===== src/rtl/fpu_mul_sequencer_pkg.sv =====
// Shared types and constants for the FP16 multiply issue/retire stage.
package fpu_mul_sequencer_pkg;

    typedef logic [15:0] fp16_t;

    // Condition codes reported by the multiplier: negative, zero, carry, overflow.
    typedef struct packed {
        logic n;
        logic z;
        logic c;
        logic v;
    } condCode_t;

    // IEEE-style exception flags reported by the multiplier.
    typedef struct packed {
        logic invalid;
        logic div_zero;
        logic overflow;
        logic underflow;
        logic inexact;
    } opStatusFlag_t;

    // One queued multiply request.
    typedef struct packed {
        fp16_t a;
        fp16_t b;
    } operand_pair_t;

    localparam fp16_t FP16_QNAN = 16'h7E00;

    typedef enum logic [1:0] {
        IDLE  = 2'd0,
        START = 2'd1,
        WAIT  = 2'd2,
        HOLD  = 2'd3
    } seqState_t;

endpackage


===== src/rtl/fpu_mul_sequencer_if.sv =====
// Operand input, multiplier handshake and result output bundle.
// Sticky flag signals exist only when STICKY_FLAGS_EN is defined.
interface fpu_mul_sequencer_if;
    import fpu_mul_sequencer_pkg::*;

    logic          in_valid;
    logic          in_ready;
    fp16_t         in_a;
    fp16_t         in_b;
    logic          mul_start;
    logic          mul_reset;
    fp16_t         mul_in1;
    fp16_t         mul_in2;
    logic          mul_done;
    fp16_t         mul_out;
    condCode_t     mul_cc;
    opStatusFlag_t mul_flags;
    logic          out_valid;
    logic          out_ready;
    fp16_t         out_result;
    condCode_t     out_cc;
    opStatusFlag_t out_flags;
    logic          out_err;
`ifdef STICKY_FLAGS_EN
    logic          sticky_clr;
    opStatusFlag_t sticky;
`endif

    // Sequencer side.
    modport slave (
        input  in_valid, in_a, in_b, mul_done, mul_out, mul_cc, mul_flags, out_ready,
        output in_ready, mul_start, mul_reset, mul_in1, mul_in2,
               out_valid, out_result, out_cc, out_flags, out_err
`ifdef STICKY_FLAGS_EN
        , input sticky_clr
        , output sticky
`endif
    );

    // Environment side: operand source, multiplier and result consumer.
    modport master (
        output in_valid, in_a, in_b, mul_done, mul_out, mul_cc, mul_flags, out_ready,
        input  in_ready, mul_start, mul_reset, mul_in1, mul_in2,
               out_valid, out_result, out_cc, out_flags, out_err
`ifdef STICKY_FLAGS_EN
        , output sticky_clr
        , input sticky
`endif
    );

endinterface


===== src/rtl/fpu_mul_sequencer_fifo.sv =====
// Operand-pair FIFO; DEPTH must be a power of two so pointers wrap naturally.
module fpu_operand_fifo
    import fpu_mul_sequencer_pkg::*;
#(
    parameter int unsigned DEPTH = 4
) (
    input  logic                     clock,
    input  logic                     reset,
    input  logic                     push,
    input  logic                     pop,
    input  operand_pair_t            wdata,
    output operand_pair_t            rdata,
    output logic [$clog2(DEPTH):0]   count
);
    localparam int unsigned PW = $clog2(DEPTH);
    localparam int unsigned CW = PW + 1;

    operand_pair_t   mem [DEPTH];
    logic [PW-1:0]   wr_ptr;
    logic [PW-1:0]   rd_ptr;

    assign rdata = mem[rd_ptr];

    // Storage array, no reset needed.
    always_ff @(posedge clock) begin
        if (push) begin
            mem[wr_ptr] <= wdata;
        end
    end

    // Pointers and occupancy.
    always_ff @(posedge clock or negedge reset) begin
        if (!reset) begin
            wr_ptr <= '0;
            rd_ptr <= '0;
            count  <= '0;
        end else begin
            if (push) begin
                wr_ptr <= wr_ptr + PW'(1);
            end
            if (pop) begin
                rd_ptr <= rd_ptr + PW'(1);
            end
            case ({push, pop})
                2'b10:   count <= count + CW'(1);
                2'b01:   count <= count - CW'(1);
                default: count <= count;
            endcase
        end
    end

endmodule


===== src/rtl/fpu_mul_sequencer.sv =====
// Issue/retire stage around the FP16 multiplier: operand FIFO, start/done
// sequencing, watchdog abort and a valid/ready result register.
// Optional feature macro: STICKY_FLAGS_EN (accumulates retired status flags).
module fpu_mul_sequencer
    import fpu_mul_sequencer_pkg::*;
#(
    parameter int unsigned DEPTH   = 4,
    parameter int unsigned TIMEOUT = 64
) (
    input  logic                clock,
    input  logic                reset,
    fpu_mul_sequencer_if.slave  bus
);
    localparam int unsigned CW = $clog2(DEPTH) + 1;
    localparam int unsigned TW = $clog2(TIMEOUT);

    seqState_t      state;
    seqState_t      next_state;
    logic [CW-1:0]  count;
    logic [TW-1:0]  wd_cnt;
    operand_pair_t  fifo_wdata;
    operand_pair_t  fifo_rdata;
    logic           fifo_push;
    logic           fifo_pop;
    logic           fifo_nonempty;
    logic           wd_expired;
    logic           load_done;
    logic           load_abort;
    logic           abort_q;

    assign fifo_wdata    = {bus.in_a, bus.in_b};
    assign fifo_push     = bus.in_valid && bus.in_ready;
    assign fifo_nonempty = (count != '0);
    assign wd_expired    = (wd_cnt == TW'(TIMEOUT - 1));

    // Full FIFO refuses input even if a pop is happening this cycle.
    assign bus.in_ready  = (count != CW'(DEPTH));

    // Multiplier is held in reset with the block, and kicked once on abort.
    assign bus.mul_reset = ~reset | abort_q;

    fpu_operand_fifo #(.DEPTH(DEPTH)) u_fifo (
        .clock (clock),
        .reset (reset),
        .push  (fifo_push),
        .pop   (fifo_pop),
        .wdata (fifo_wdata),
        .rdata (fifo_rdata),
        .count (count)
    );

    // State register.
    always_ff @(posedge clock or negedge reset) begin
        if (!reset) begin
            state <= IDLE;
        end else begin
            state <= next_state;
        end
    end

    // Next-state logic.
    always_comb begin
        next_state = state;
        case (state)
            IDLE:    if (fifo_nonempty) next_state = START;
            START:   next_state = WAIT;
            WAIT:    if (bus.mul_done || wd_expired) next_state = HOLD;
            HOLD:    if (bus.out_ready) next_state = fifo_nonempty ? START : IDLE;
            default: next_state = IDLE;
        endcase
    end

    // Control decode: FIFO pop and result-register load selects.
    always_comb begin
        fifo_pop   = 1'b0;
        load_done  = 1'b0;
        load_abort = 1'b0;
        case (state)
            IDLE: fifo_pop = fifo_nonempty;
            WAIT: begin
                load_done  = bus.mul_done;
                load_abort = !bus.mul_done && wd_expired;
            end
            HOLD: fifo_pop = bus.out_ready && fifo_nonempty;
            default: ;
        endcase
    end

    // Operand registers, start pulse, watchdog and result register.
    always_ff @(posedge clock or negedge reset) begin
        if (!reset) begin
            bus.mul_in1    <= '0;
            bus.mul_in2    <= '0;
            bus.mul_start  <= 1'b0;
            wd_cnt         <= '0;
            abort_q        <= 1'b0;
            bus.out_valid  <= 1'b0;
            bus.out_result <= '0;
            bus.out_cc     <= '0;
            bus.out_flags  <= '0;
            bus.out_err    <= 1'b0;
        end else begin
            bus.mul_start <= fifo_pop;
            abort_q       <= load_abort;
            if (fifo_pop) begin
                bus.mul_in1 <= fifo_rdata.a;
                bus.mul_in2 <= fifo_rdata.b;
            end
            if (state == START) begin
                wd_cnt <= '0;
            end else if (state == WAIT) begin
                wd_cnt <= wd_cnt + TW'(1);
            end
            if (load_done) begin
                bus.out_valid  <= 1'b1;
                bus.out_result <= bus.mul_out;
                bus.out_cc     <= bus.mul_cc;
                bus.out_flags  <= bus.mul_flags;
                bus.out_err    <= 1'b0;
            end else if (load_abort) begin
                bus.out_valid  <= 1'b1;
                bus.out_result <= FP16_QNAN;
                bus.out_cc     <= '0;
                bus.out_flags  <= '0;
                bus.out_err    <= 1'b1;
            end else if (state == HOLD && bus.out_ready) begin
                bus.out_valid  <= 1'b0;
            end
        end
    end

`ifdef STICKY_FLAGS_EN
    // Sticky flags: OR of every retired result's flags; clear has priority.
    always_ff @(posedge clock or negedge reset) begin
        if (!reset) begin
            bus.sticky <= '0;
        end else if (bus.sticky_clr) begin
            bus.sticky <= '0;
        end else if (bus.out_valid && bus.out_ready) begin
            bus.sticky <= opStatusFlag_t'(bus.sticky | bus.out_flags);
        end
    end
`endif

endmodule


===== src/flat_wrapper.sv =====
// flat-port wrapper written by rule: the top's interface ports become plain ports
module fpu_mul_sequencer_flat import fpu_mul_sequencer_pkg::*;
#(
    parameter int unsigned DEPTH   = 4,
    parameter int unsigned TIMEOUT = 64
)
  (clock, reset, bus_in_valid, bus_in_a, bus_in_b, bus_mul_done, bus_mul_out, bus_mul_cc, bus_mul_flags, bus_out_ready, bus_in_ready, bus_mul_start, bus_mul_reset, bus_mul_in1, bus_mul_in2, bus_out_valid, bus_out_result, bus_out_cc, bus_out_flags, bus_out_err);
  fpu_mul_sequencer_if bus_i ();
  input  logic clock;
  input  logic reset;
  input wire logic [$bits(bus_i.in_valid)-1:0] bus_in_valid;
  input wire logic [$bits(bus_i.in_a)-1:0] bus_in_a;
  input wire logic [$bits(bus_i.in_b)-1:0] bus_in_b;
  input wire logic [$bits(bus_i.mul_done)-1:0] bus_mul_done;
  input wire logic [$bits(bus_i.mul_out)-1:0] bus_mul_out;
  input wire logic [$bits(bus_i.mul_cc)-1:0] bus_mul_cc;
  input wire logic [$bits(bus_i.mul_flags)-1:0] bus_mul_flags;
  input wire logic [$bits(bus_i.out_ready)-1:0] bus_out_ready;
  output wire logic [$bits(bus_i.in_ready)-1:0] bus_in_ready;
  output wire logic [$bits(bus_i.mul_start)-1:0] bus_mul_start;
  output wire logic [$bits(bus_i.mul_reset)-1:0] bus_mul_reset;
  output wire logic [$bits(bus_i.mul_in1)-1:0] bus_mul_in1;
  output wire logic [$bits(bus_i.mul_in2)-1:0] bus_mul_in2;
  output wire logic [$bits(bus_i.out_valid)-1:0] bus_out_valid;
  output wire logic [$bits(bus_i.out_result)-1:0] bus_out_result;
  output wire logic [$bits(bus_i.out_cc)-1:0] bus_out_cc;
  output wire logic [$bits(bus_i.out_flags)-1:0] bus_out_flags;
  output wire logic [$bits(bus_i.out_err)-1:0] bus_out_err;
  assign bus_i.in_valid = bus_in_valid;
  assign bus_i.in_a = bus_in_a;
  assign bus_i.in_b = bus_in_b;
  assign bus_i.mul_done = bus_mul_done;
  assign bus_i.mul_out = bus_mul_out;
  assign bus_i.mul_cc = bus_mul_cc;
  assign bus_i.mul_flags = bus_mul_flags;
  assign bus_i.out_ready = bus_out_ready;
  assign bus_in_ready = bus_i.in_ready;
  assign bus_mul_start = bus_i.mul_start;
  assign bus_mul_reset = bus_i.mul_reset;
  assign bus_mul_in1 = bus_i.mul_in1;
  assign bus_mul_in2 = bus_i.mul_in2;
  assign bus_out_valid = bus_i.out_valid;
  assign bus_out_result = bus_i.out_result;
  assign bus_out_cc = bus_i.out_cc;
  assign bus_out_flags = bus_i.out_flags;
  assign bus_out_err = bus_i.out_err;
  fpu_mul_sequencer #(.DEPTH(DEPTH), .TIMEOUT(TIMEOUT)) u_core (.clock(clock), .reset(reset), .bus(bus_i));
endmodule

===== config.mk =====
export PLATFORM = sky130hd
export DESIGN_NAME = fpu_mul_sequencer_flat
export DESIGN_NICKNAME = d
export VERILOG_FILES = /design/src/rtl/fpu_mul_sequencer_pkg.sv /design/src/rtl/fpu_mul_sequencer_if.sv /design/src/rtl/fpu_mul_sequencer_fifo.sv /design/src/rtl/fpu_mul_sequencer.sv /design/src/flat_wrapper.sv
export SDC_FILE = /design/constraint.sdc
export NUM_CORES = 1
export LEC_CHECK = 0
export ABC_AREA = 1
export CORE_MARGIN = 8
export CORE_UTILIZATION = 45
export CTS_CLUSTER_SIZE = 16
export DETAILED_ROUTE_END_ITERATION = 16
export GPL_TIMING_DRIVEN = 0
export PLACE_DENSITY = 0.71
export SLEW_MARGIN = 15
export SYNTH_ARGS = -nofsm -noshare
export SYNTH_HDL_FRONTEND = slang
export SYNTH_HIERARCHICAL = 1
export SYNTH_SLANG_ARGS = --single-unit

===== constraint.sdc =====
create_clock -name clock -period 2.5 [get_ports clock]
set_clock_uncertainty 0.15 [all_clocks]
set_input_delay 0.75 -clock clock [delete_from_list [all_inputs] [get_ports clock]]
set_output_delay 0.75 -clock clock [all_outputs]
set_load 0.02 [all_outputs]

==> impl_results.md, run 1 <==
* Slowest cell on crit path: sky130_fd_sc_hd__clkdlybuf4s50_1
* Fraction of the cycle the final worst path needs at 96.0%
* Most frequent cells in the layout: sky130_fd_sc_hd__nand2_1, sky130_fd_sc_hd__edfxtp_1, sky130_fd_sc_hd__clkdlybuf4s50_1, sky130_fd_sc_hd__inv_1, sky130_fd_sc_hd__nor2_1
* Number of buffers inserted by port buffering at 123
* Post-DR vias/cell at 4.82
* Peak supply drop at 0.716 mV
* Slew HR at 36.4%
* Worst hold margin at 0.0402 ns
* Detailed router's first-iteration violation count at 347
* Data required time at the worst endpoint at 2.73 ns
* Final critical path time including I/O delays and setup at 2.40 ns
* CTS root buf: sky130_fd_sc_hd__clkbuf_16
* Capturing element type of the critical path: register
* Most frequent standard cell in the layout excluding fill and tap cells: sky130_fd_sc_hd__nand2_1
* Latest clock arrival within the worst-skew pair at 0.51 ns
* Die outline width at 154 um
* Timing-limited maximum frequency at 0.417 GHz
* Number of cell rows at 50
* Routed vias at 5,902
* Sum of internal, switching and leakage power at 14.1 mW
* Hold violation total from the final report at 0
* Mapped Area at 8620 um^2
* Data arrival time of the worst path at 2.63 ns
* Synthesized area per cell at 10.6 um^2
* Number of nets at the end of the flow at 1,048
* Clock sink total at 204
* Mux cell area share after synthesis at 0.116%
* Path class of the lowest-slack min-delay path: primary input to asynchronous set/reset pin
* First-pass GRT wire length at 31,600 um
* Number of optimization iterations in the first detailed-route pass at 4
* Maximum number of pins on one net before global-route repair at 29
* Antenna diode count at 0
* Met3 Track Usage GR at 4.24%
* Dominant register cell in the synthesized netlist: sky130_fd_sc_hd__edfxtp_1
* Transition time of the tightest slew-check pin at 0.951 ns
* Residual DRC count at 0
* Cell with the most instances on the worst path: sky130_fd_sc_hd__nand2_1
* Number of antenna violations at the first check in global routing at 3
* Biggest fanout along the worst timing path at 13
* DRT Wirelength at 19,700 um
* Run status: finished, final reports clean
* Type of the setup path with the least slack: primary input to register
* CTS tree: done
* Area fraction in compound gates after synthesis at 3.28%
* Residual overflow from global routing at 0
* Cell Chain, Critical Path: clkdlybuf4s50_1 > nand2_2 > nand2_1 > nand3_4 > inv_4 > buf_8 > ha_2 > fa_2 > nand2_1 > nand2_1
* Syn-to-layout area delta at 29.0%
* Count of mapped cells out of synthesis at 816
* Kind of launch point of the worst setup path: primary input
* Adder and majority cell fraction of the synthesized area at 1.83%
* Post-synthesis register bit count at 204
* Number of levels in the clock H-tree at 1
* Total number of yosys warnings at 6
* Hpwl dp at 13,200 um
* Post-synthesis share of cell area spent on xor and xnor gates at 0.508%
* Clock-pin slew reported for the worst setup and hold paths after clock tree synthesis at 0.06 ns
* Last weighted congestion value of the routability-driven placer at 0.768
* Die Y at 154 um
* Share of final-layout standard cells stronger than drive strength 1 at 12.2%
* Largest family of logic cells by synthesized area: simple AND/OR/NAND/NOR gates
* Setup Viol. Count Final at 0
* GR peak layer: met2
* Overall Global Routing Usage at 16.5%
* Cts bufs inserted at 22
* Final number of max-transition violations at 0
* Number of ports placed on the die boundary at 124
* Buffering stage count on the worst path with inverters included at 3
* Share of async-settable or async-resettable flops after synthesis at 37.3%
* Starting density of the core at 45.9%
* Number of flops mapped to enable cells by yosys at 128
* Leakage power figure at 4.95 nW
* Number of distinct library cells after synthesis at 31
* GRT met1 Usage at 20.4%
* Cell area power density at 1270 nW/um^2
* Count of max-cap constraint violations at 0
* Number of nets with antenna violations after detailed routing at 0
* Syn_nets at 890
* Global-route met2 utilization at 28.6%
* Proportion of synthesized chip area in sequential cells at 66.7%
* Full die area at 23,800 um^2
* Drt wl/cell at 16.1 um
* Synth Area in Simple Gates at 20.9%
* Vias in the first global route at 5,958
* Buffer levels on the longest clock path at 3
* CP peak stage delay at 0.50 ns
* Critical path's top delay family: buffers and inverters
* Core area at 18,800 um^2
## metrics by stage
step	worst slack (ns)	instance area, um^2	util (%)	TNS, ns	cells
after detailed placement	-0.482	10300	54.8	-39.47	1178
after global routing	-0.000679	11100	59.2	-0.000679	1224
final	0.101	11100	59.2	0	1224
after floorplan	0.100	8620	-	0	816
after CTS	0.0358	11100	59.2	0	1224
after global placement	-3.12	10100	54.0	-315.03	1173
## per-layer routing
layer  part of all wire (%)  up-vias
met5                   0.21        -
met4                    1.6        6
met3                    7.7       34
met2                     47      187
met1                     43     2766
li1                       -     2909
## worst reg2reg max path: cells and delay by family (launching register included)
| family | cells | cell delay, ns |
|---|---|---|
| adders and majority gates | 3 | 0.90 |
| buffers and inverters | 4 | 0.55 |
| DFF | 1 | 0.43 |
| and+or+nand+nor | 3 | 0.23 |
## Yosys cell counts, types with 3 or more instances
library cell	count	share of area, %
sky130_fd_sc_hd__nand2_1	293	13
sky130_fd_sc_hd__inv_2	4	0.17
sky130_fd_sc_hd__buf_2	15	0.87
sky130_fd_sc_hd__dfrtp_1	76	22
sky130_fd_sc_hd__nand3_1	9	0.52
sky130_fd_sc_hd__xor2_1	4	0.41
sky130_fd_sc_hd__nand2_2	11	0.80
sky130_fd_sc_hd__inv_1	91	4.0
sky130_fd_sc_hd__nand3_2	17	2.0
sky130_fd_sc_hd__ha_1	11	1.6
sky130_fd_sc_hd__buf_6	7	0.91
sky130_fd_sc_hd__edfxtp_1	128	45
sky130_fd_sc_hd__buf_4	5	0.44
sky130_fd_sc_hd__nor2_1	85	3.7
sky130_fd_sc_hd__o211ai_1	32	2.8
sky130_fd_sc_hd__clkbuf_1	6	0.26
sky130_fd_sc_hd__o21ai_0	3	0.17
## where the power goes
| part | switching, mW | internal (mW) |
|---|---|---|
| sequential | 0.440 | 4.63 |
| clock | 1.28 | 1.97 |
| combinational | 3.49 | 2.29 |
| total | 5.21 | 8.89 |
## cell families after synthesis
| family | after synthesis |
|---|---|
| compound gates | 40 |
| xor+xnor | 5 |
| fa+ha+maj | 12 |
| buf+inv | 129 |
| flops | 204 |
| mux | 1 |
| simple gates | 425 |
## registers in the layout (all words and copies together), names as in the netlist, 2 cells and up
signal	count
u_core/bus.out_result	16
u_core/bus.mul_in1	16
u_core/bus.out_flags	5
u_core/u_fifo/rd_ptr	2
u_core/bus.mul_in2	16
u_core/wd_cnt	6
u_core/bus.out_cc	4
u_core/state	2
u_core/u_fifo/count	3
u_core/u_fifo/wr_ptr	2
u_core/u_fifo/mem	128
## final timing paths
kind	startpoint	end	slack, ns	depth (start not counted)
setup / recovery	bus_out_ready	u_core/u_fifo/count[1]$_DFFE_PN0P_	0.10	10
hold / removal	reset	u_core/bus.mul_in2[3]$_DFFE_PN0P_	0.04	2
setup reg to reg	u_core/state[1]$_DFFE_PN0P_	u_core/u_fifo/count[1]$_DFFE_PN0P_	0.12	10
hold reg to reg	u_core/bus.mul_in2[1]$_DFFE_PN0P_	u_core/bus.mul_in2[1]$_DFFE_PN0P_	0.32	2
max in group asynchronous	reset	u_core/state[0]$_DFFE_PN0P_	0.81	2
min in group clock	u_core/bus.mul_in2[1]$_DFFE_PN0P_	u_core/bus.mul_in2[1]$_DFFE_PN0P_	0.32	2
## timing repair
action                     4_1_cts  5_1_grt
pin swaps                        1        0
gates cloned                     1        0
hold endpoints to repair        21        0
hold buffers                     1        0
setup endpoints to repair        4       48
resized for setup                7        7
setup buffers                    4        0
## layout make-up
| type | instances | area [um^2] |
|---|---|---|
| plain buffers | 33 | 219 |
| clock buffers | 28 | 583 |
| clock inverters | 12 | 150 |
| fillers | 1546 | 7650 |
| inverters | 96 | 363 |
| multi-input cells | 483 | 2320 |
| flip-flops and latches | 204 | 5750 |
| well taps | 234 | 293 |
| repair buffers | 134 | 1450 |
No activity file was read; power rests on OpenSTA's default activity.
==> run 2, diff against run 1 <==
--- a/config.mk
+++ b/config.mk
@@ -6,14 +6,16 @@
 export NUM_CORES = 1
 export LEC_CHECK = 0
 export ABC_AREA = 1
+export CORE_ASPECT_RATIO = 2
 export CORE_MARGIN = 8
 export CORE_UTILIZATION = 45
 export CTS_CLUSTER_SIZE = 16
 export DETAILED_ROUTE_END_ITERATION = 16
 export GPL_TIMING_DRIVEN = 0
-export PLACE_DENSITY = 0.71
+export PLACE_DENSITY = 0.78
 export SLEW_MARGIN = 15
 export SYNTH_ARGS = -nofsm -noshare
 export SYNTH_HDL_FRONTEND = slang
 export SYNTH_HIERARCHICAL = 1
 export SYNTH_SLANG_ARGS = --single-unit
+export TNS_END_PERCENT = 20
==> run 2 against run 1 <==
  * Sequential power hardly changed
  * Cell area decreased by 0.70%
  * Register-to-register slack improved by 0.03 ns
  * Critical path type is now register to primary output
  * Highest routed layer is now met4
==> impl_results.md, run 2 (synthesis gave the netlist of run 1 again) <==
* Drt wl/cell at 16.0 um
* Count of max-cap constraint violations at 0
* First-pass GRT wire length at 31,200 um
* Full die area at 24,100 um^2
* Cell area power density at 1240 nW/um^2
* Die Y at 212 um
* Final number of max-transition violations at 0
* Start point of the critical path: u_core/u_fifo/count[1]$_DFFE_PN0P_
* Transition time of the tightest slew-check pin at 0.908 ns
* Type of the setup path with the least slack: register to primary output
* Final critical path time including I/O delays and setup at 2.40 ns
* Leakage power figure at 4.90 nW
* Final design utilization at 58.6%
* Peak supply drop at 0.616 mV
* Origin of the critical flop-to-flop path: u_core/state[0]$_DFFE_PN0P_
* Smallest setup slack after layout at 0.0986 ns
* Kind of launch point of the worst setup path: register
* Starting density of the core at 45.8%
* Data arrival time of the worst path at 1.50 ns
* Number of optimization iterations in the first detailed-route pass at 6
* Setup Viol. Count Final at 0
* Number of cell rows at 71
* Die outline width at 114 um
* Number of nets with antenna violations after detailed routing at 0
* Clock-pin slew reported for the worst setup and hold paths after clock tree synthesis at 0.07 ns
* Vias in the first global route at 6,255
* Overall Global Routing Usage at 16.6%
* Filler instances at 1,547
* Detailed router's first-iteration violation count at 340
* Routed vias at 5,904
* Number of nets at the end of the flow at 1,045
* Residual DRC count at 0
* Biggest fanout along the worst timing path at 4
* CTS tree: done
* Register-to-Register Path Depth at 10
* Most frequent standard cell in the layout excluding fill and tap cells: sky130_fd_sc_hd__nand2_1
* Share of final-layout standard cells stronger than drive strength 1 at 12.1%
* Hpwl dp at 13,700 um
* Most frequent cells in the layout: sky130_fd_sc_hd__nand2_1, sky130_fd_sc_hd__edfxtp_1, sky130_fd_sc_hd__clkdlybuf4s50_1, sky130_fd_sc_hd__inv_1, sky130_fd_sc_hd__nor2_1
* Data required time at the worst endpoint at 1.60 ns
* Buffer levels on the longest clock path at 3
* Register with the highest flop count: u_core/u_fifo/mem
* Capturing element type of the critical path: primary output
* Post-DR vias/cell at 4.77
* Critical path destination: bus_in_ready
* Number of levels in the clock H-tree at 1
* CTS root buf: sky130_fd_sc_hd__clkbuf_16
* Last weighted congestion value of the routability-driven placer at 0.776
* Number of antenna violations at the first check in global routing at 1
* Internal reg-to-reg setup slack at 0.15 ns
* Max FFs per register at 128
* FF-to-FF End: u_core/u_fifo/count[1]$_DFFE_PN0P_
* Number of ports placed on the die boundary at 124
* DRT Wirelength at 19,800 um
* Core area at 18,800 um^2
* Fraction of the cycle the final worst path needs at 96.1%
* Hold violation total from the final report at 0
* Worst setup slack before clock tree synthesis at -0.549 ns
* Path class of the lowest-slack min-delay path: primary input to asynchronous set/reset pin
* Maximum number of pins on one net before global-route repair at 33
* Clock sink total at 204
* Cts bufs inserted at 18
* Residual overflow from global routing at 0
* Slew HR at 39.3%
* Run status: finished, final reports clean
* Number of buffers inserted by port buffering at 123
* Timing-limited maximum frequency at 0.416 GHz
* Syn-to-layout area delta at 28.1%
* Latest clock arrival within the worst-skew pair at 0.48 ns
* Setup repair after global routing missed its margin: false
[run 2: cell count changes in the layout (fill, tap and decap cells not counted), sizes merged]
cell	previous run	this run
diode	0	1
bufbuf	1	2
clkinvlp	2	1
clkbuf	34	27
[run 2: worst max-delay path: stages (launching register included)]
cell	delay (ns)
sky130_fd_sc_hd__dfrtp_1	0.43
sky130_fd_sc_hd__nor2_2	0.19
sky130_fd_sc_hd__nand2_1	0.08
sky130_fd_sc_hd__dlygate4sd2_1	0.33
[run 2: what timing repair did]
item | 4_1_cts | 5_1_grt
setup buffers | 0 | 4
gates resized for setup | 10 | 7
hold endpoints to repair | 19 | 0
gates cloned | 2 | 0
endpoints found under the setup margin | 4 | 2
hold buffers | 1 | 0
pin swaps | 0 | 2
[run 2: report_power, final]
group | internal [mW] | switching [mW]
Combinational | 2.28 | 3.49
Sequential | 4.63 | 0.451
Clock | 1.72 | 1.17
[run 2: worst min path at each step]
stage	startpoint	to	slack, ns	cells past startpoint
after CTS	reset	u_core/bus.mul_in2[11]$_DFFE_PN0P_	0.06	2
final	reset	u_core/u_fifo/rd_ptr[1]$_DFFE_PN0P_	0.07	2
after floorplan	reset	u_core/abort_q$_DFF_PN0_	0.30	0
after global routing	reset	u_core/bus.mul_in1[2]$_DFFE_PN0P_	0.06	2
after detailed placement	u_core/bus.out_err$_DFFE_PN0P_	u_core/bus.out_err$_DFFE_PN0P_	0.32	2
after global placement	u_core/bus.mul_in1[15]$_DFFE_PN0P_	u_core/bus.mul_in1[15]$_DFFE_PN0P_	0.31	2
[run 2: cell type report]
type	count	area [um^2]	area share [%]
sequential	204	5750	52.1
antenna	1	2.50	0.0227
inverter	96	365	3.31
clock inverter	11	126	1.14
tap	255	319	2.89
multi-input combinational	483	2310	21.0
timing repair buffer	135	1450	13.2
clock buffer	21	493	4.46
buffer	33	219	1.98
[run 2: layer usage]
layer	GRT usage (%)	up-vias	wire length, um
met5	0	-	0
met2	32.5	180	11100
met3	3.00	44	1140
li1	-	2901	-
met1	15.7	2779	6970
met4	8.32	0	647
[run 2: metrics by stage]
step	std cells	setup TNS [ns]	power, mW	instance area [um^2]	hold slack (ns)
final	1239	0	13.7	11000	0.0694
after global routing	1239	0	14.6	11000	0.0565
after CTS	1234	-0.0663	13.8	11000	0.0585
after detailed placement	1199	-23.70	10.8	10300	0.315
after global placement	1194	-300.87	10.6	10200	0.311
after floorplan	816	0	8.56	8620	0.304
==> run 3, diff against run 2 <==
--- a/config.mk
+++ b/config.mk
@@ -13,6 +13,7 @@
 export DETAILED_ROUTE_END_ITERATION = 16
 export GPL_TIMING_DRIVEN = 0
 export PLACE_DENSITY = 0.78
+export RECOVER_POWER = 25
 export SLEW_MARGIN = 15
 export SYNTH_ARGS = -nofsm -noshare
 export SYNTH_HDL_FRONTEND = slang
==> run 3 against run 2 <==
  * The flow now finishes with violations (max-capacitance violations, max-slew violations)
  * Wire length decreased by 0.21%
  * Critical path depth stayed put
  * Cell count stayed put
  * Largest cell class unchanged
  * Sequential cell count unchanged
  * Largest power group unchanged
  * Fmax increased by 0.19%
==> impl_results.md, run 3 (synthesis gave the netlist of run 1 again) <==
* Buffer levels on the longest clock path at 3
* Leakage power figure at 4.87 nW
* Vias in the first global route at 6,255
* Most frequent cells in the layout: sky130_fd_sc_hd__nand2_1, sky130_fd_sc_hd__edfxtp_1, sky130_fd_sc_hd__clkdlybuf4s50_1, sky130_fd_sc_hd__inv_1, sky130_fd_sc_hd__nor2_1
* CTS root buf: sky130_fd_sc_hd__clkbuf_16
* Full die area at 24,100 um^2
* Biggest fanout along the worst timing path at 4
* Number of levels in the clock H-tree at 1
* CP peak stage delay at 0.43 ns
* Data required time at the worst endpoint at 1.60 ns
* Number of optimization iterations in the first detailed-route pass at 5
* Share of final-layout standard cells stronger than drive strength 1 at 11.9%
* Worst hold margin at 0.0649 ns
* Slew HR at -10.2%
* Buffering stage count on the worst path with inverters included at 1
* DRT Wirelength at 19,800 um
* Final sum of negative setup slack at 0 ns
* Count of max-cap constraint violations at 1
* Overall Global Routing Usage at 16.6%
* Transition time of the tightest slew-check pin at 1.65 ns
* Number of buffers inserted by port buffering at 123
* Number of antenna violations at the first check in global routing at 3
* Setup Viol. Count Final at 0
* Detailed router's first-iteration violation count at 323
* Sw power at 5.09 mW
* Drt wl/cell at 16.0 um
* Hold violation total from the final report at 0
* Residual DRC count at 0
* Number of ports placed on the die boundary at 124
* Clock sink total at 204
* Number of cell rows at 71
* Post-DR vias/cell at 4.76
* Starting density of the core at 45.8%
* Origin of the critical flop-to-flop path: u_core/state[1]$_DFFE_PN0P_
* Internal power contribution at 8.61 mW
* Number of nets with antenna violations after detailed routing at 0
* Logic gate share of total power at 41.9%
* Final number of max-transition violations at 30
* Latest clock arrival within the worst-skew pair at 0.48 ns
* Routed vias at 5,903
* Switching part of the total at 37.2%
* Start point of the critical path: u_core/u_fifo/count[1]$_DFFE_PN0P_
* Hpwl dp at 13,700 um
* Peak supply drop at 0.615 mV
* Die Y at 212 um
* Cell Chain, Critical Path: nor2_2 > nand2_1 > dlygate4sd2_1
* Capturing element type of the critical path: primary output
* Last weighted congestion value of the routability-driven placer at 0.776
* Fraction of the cycle the final worst path needs at 95.9%
* Share of power burned in registers at 37.1%
* Register-to-Register Path Depth at 12
* Timing-limited maximum frequency at 0.417 GHz
* CTS tree: done
* Kind of launch point of the worst setup path: register
* Type of the setup path with the least slack: register to primary output
* Data arrival time of the worst path at 1.50 ns
* First-pass GRT wire length at 31,200 um
* Violated checks: max-capacitance violations, max-slew violations
* Final critical path time including I/O delays and setup at 2.40 ns
* Clock-pin slew reported for the worst setup and hold paths after clock tree synthesis at 0.07 ns
* Run status: complete, but fails checks
* Register with the highest flop count: u_core/u_fifo/mem
* Most frequent standard cell in the layout excluding fill and tap cells: sky130_fd_sc_hd__nand2_1
* Die outline width at 114 um
* Path class of the lowest-slack min-delay path: primary input to asynchronous set/reset pin
* Clock network fraction of design power at 21.1%
* FF-to-FF End: u_core/u_fifo/count[2]$_DFFE_PN0P_
* Critical path destination: bus_in_ready
* Critical path's top delay family: flip-flops
* Final design utilization at 58.3%
* Setup repair after global routing missed its margin: false
* Slowest cell on crit path: sky130_fd_sc_hd__dfrtp_1
* Cts bufs inserted at 18
* Maximum number of pins on one net before global-route repair at 33
* Syn-to-layout area delta at 27.5%
* Core area at 18,800 um^2
* Number of nets at the end of the flow at 1,045
* Internal reg-to-reg setup slack at 0.15 ns
* Residual overflow from global routing at 0
* Max FFs per register at 128
* Cell area power density at 1250 nW/um^2
* Crit. path cell count at 3
## run 3: cell types whose count changed in the layout (fill, tap and decap cells not counted)
| cell | delta |
|---|---|
| sky130_fd_sc_hd__clkdlybuf4s50_1 | -17 |
| sky130_fd_sc_hd__dlygate4sd3_1 | +17 |
| sky130_fd_sc_hd__clkbuf_1 | +2 |
| sky130_fd_sc_hd__bufbuf_16 | -2 |
## run 3: final cells by class
type / instances / area [um^2]
tap: 255 / 319
antenna: 1 / 2.50
inverter: 96 / 365
sequential: 204 / 5750
multi-input combinational: 483 / 2310
clock buffer: 21 / 493
fill: 1553 / 7850
timing repair buffer: 135 / 1400
clock inverter: 11 / 126
buffer: 33 / 219
## run 3: routing by layer
layer / vias up / GRT usage, % / part of all wire (%)
met5: - / 0 / 0.040
met4: 2 / 8.32 / 3.4
met3: 52 / 3.00 / 5.8
met2: 175 / 32.5 / 56
met1: 2773 / 15.7 / 35
li1: 2901 / - / -
## run 3: per-stage QoR
stage | cells | power (mW) | setup WS, ns | instance area (um^2)
2_1_floorplan | 816 | 8.56 | 0.100 | 8620
3_3_place_gp | 1194 | 10.6 | -3.09 | 10200
3_5_place_dp | 1199 | 10.8 | -0.549 | 10300
4_1_cts | 1234 | 13.8 | -0.0388 | 11000
5_1_grt | 1239 | 14.6 | 0.0134 | 11000
6_report | 1239 | 13.7 | 0.103 | 11000
## run 3: how the worst min path moves through the flow
stage	startpoint	endpoint	slack, ns	cells past startpoint
final	reset	u_core/u_fifo/rd_ptr[1]$_DFFE_PN0P_	0.06	2
after global routing	reset	u_core/bus.mul_in1[2]$_DFFE_PN0P_	0.06	2
after CTS	reset	u_core/bus.mul_in2[11]$_DFFE_PN0P_	0.06	2
after detailed placement	u_core/bus.out_err$_DFFE_PN0P_	u_core/bus.out_err$_DFFE_PN0P_	0.32	2
after global placement	u_core/bus.mul_in1[15]$_DFFE_PN0P_	u_core/bus.mul_in1[15]$_DFFE_PN0P_	0.31	2
after floorplan	reset	u_core/abort_q$_DFF_PN0_	0.30	0
## run 3: power by group through the flow
stage | combinational, mW | sequential, mW | clock (mW)
after floorplan | 2.93 | 5.63 | 0
after global placement | 5.44 | 5.13 | 0
after detailed placement | 5.68 | 5.14 | 0
after CTS | 5.76 | 5.08 | 2.95
after global routing | 6.33 | 5.18 | 3.06
final | 5.74 | 5.08 | 2.89
## run 3: repair_timing
action	CTS	global route
buffers inserted	0	4
endpoints found under the setup margin	4	2
hold endpoints to repair	19	0
resized for setup	10	7
hold buffers	1	0
cloned	2	0
pin swaps	0	2
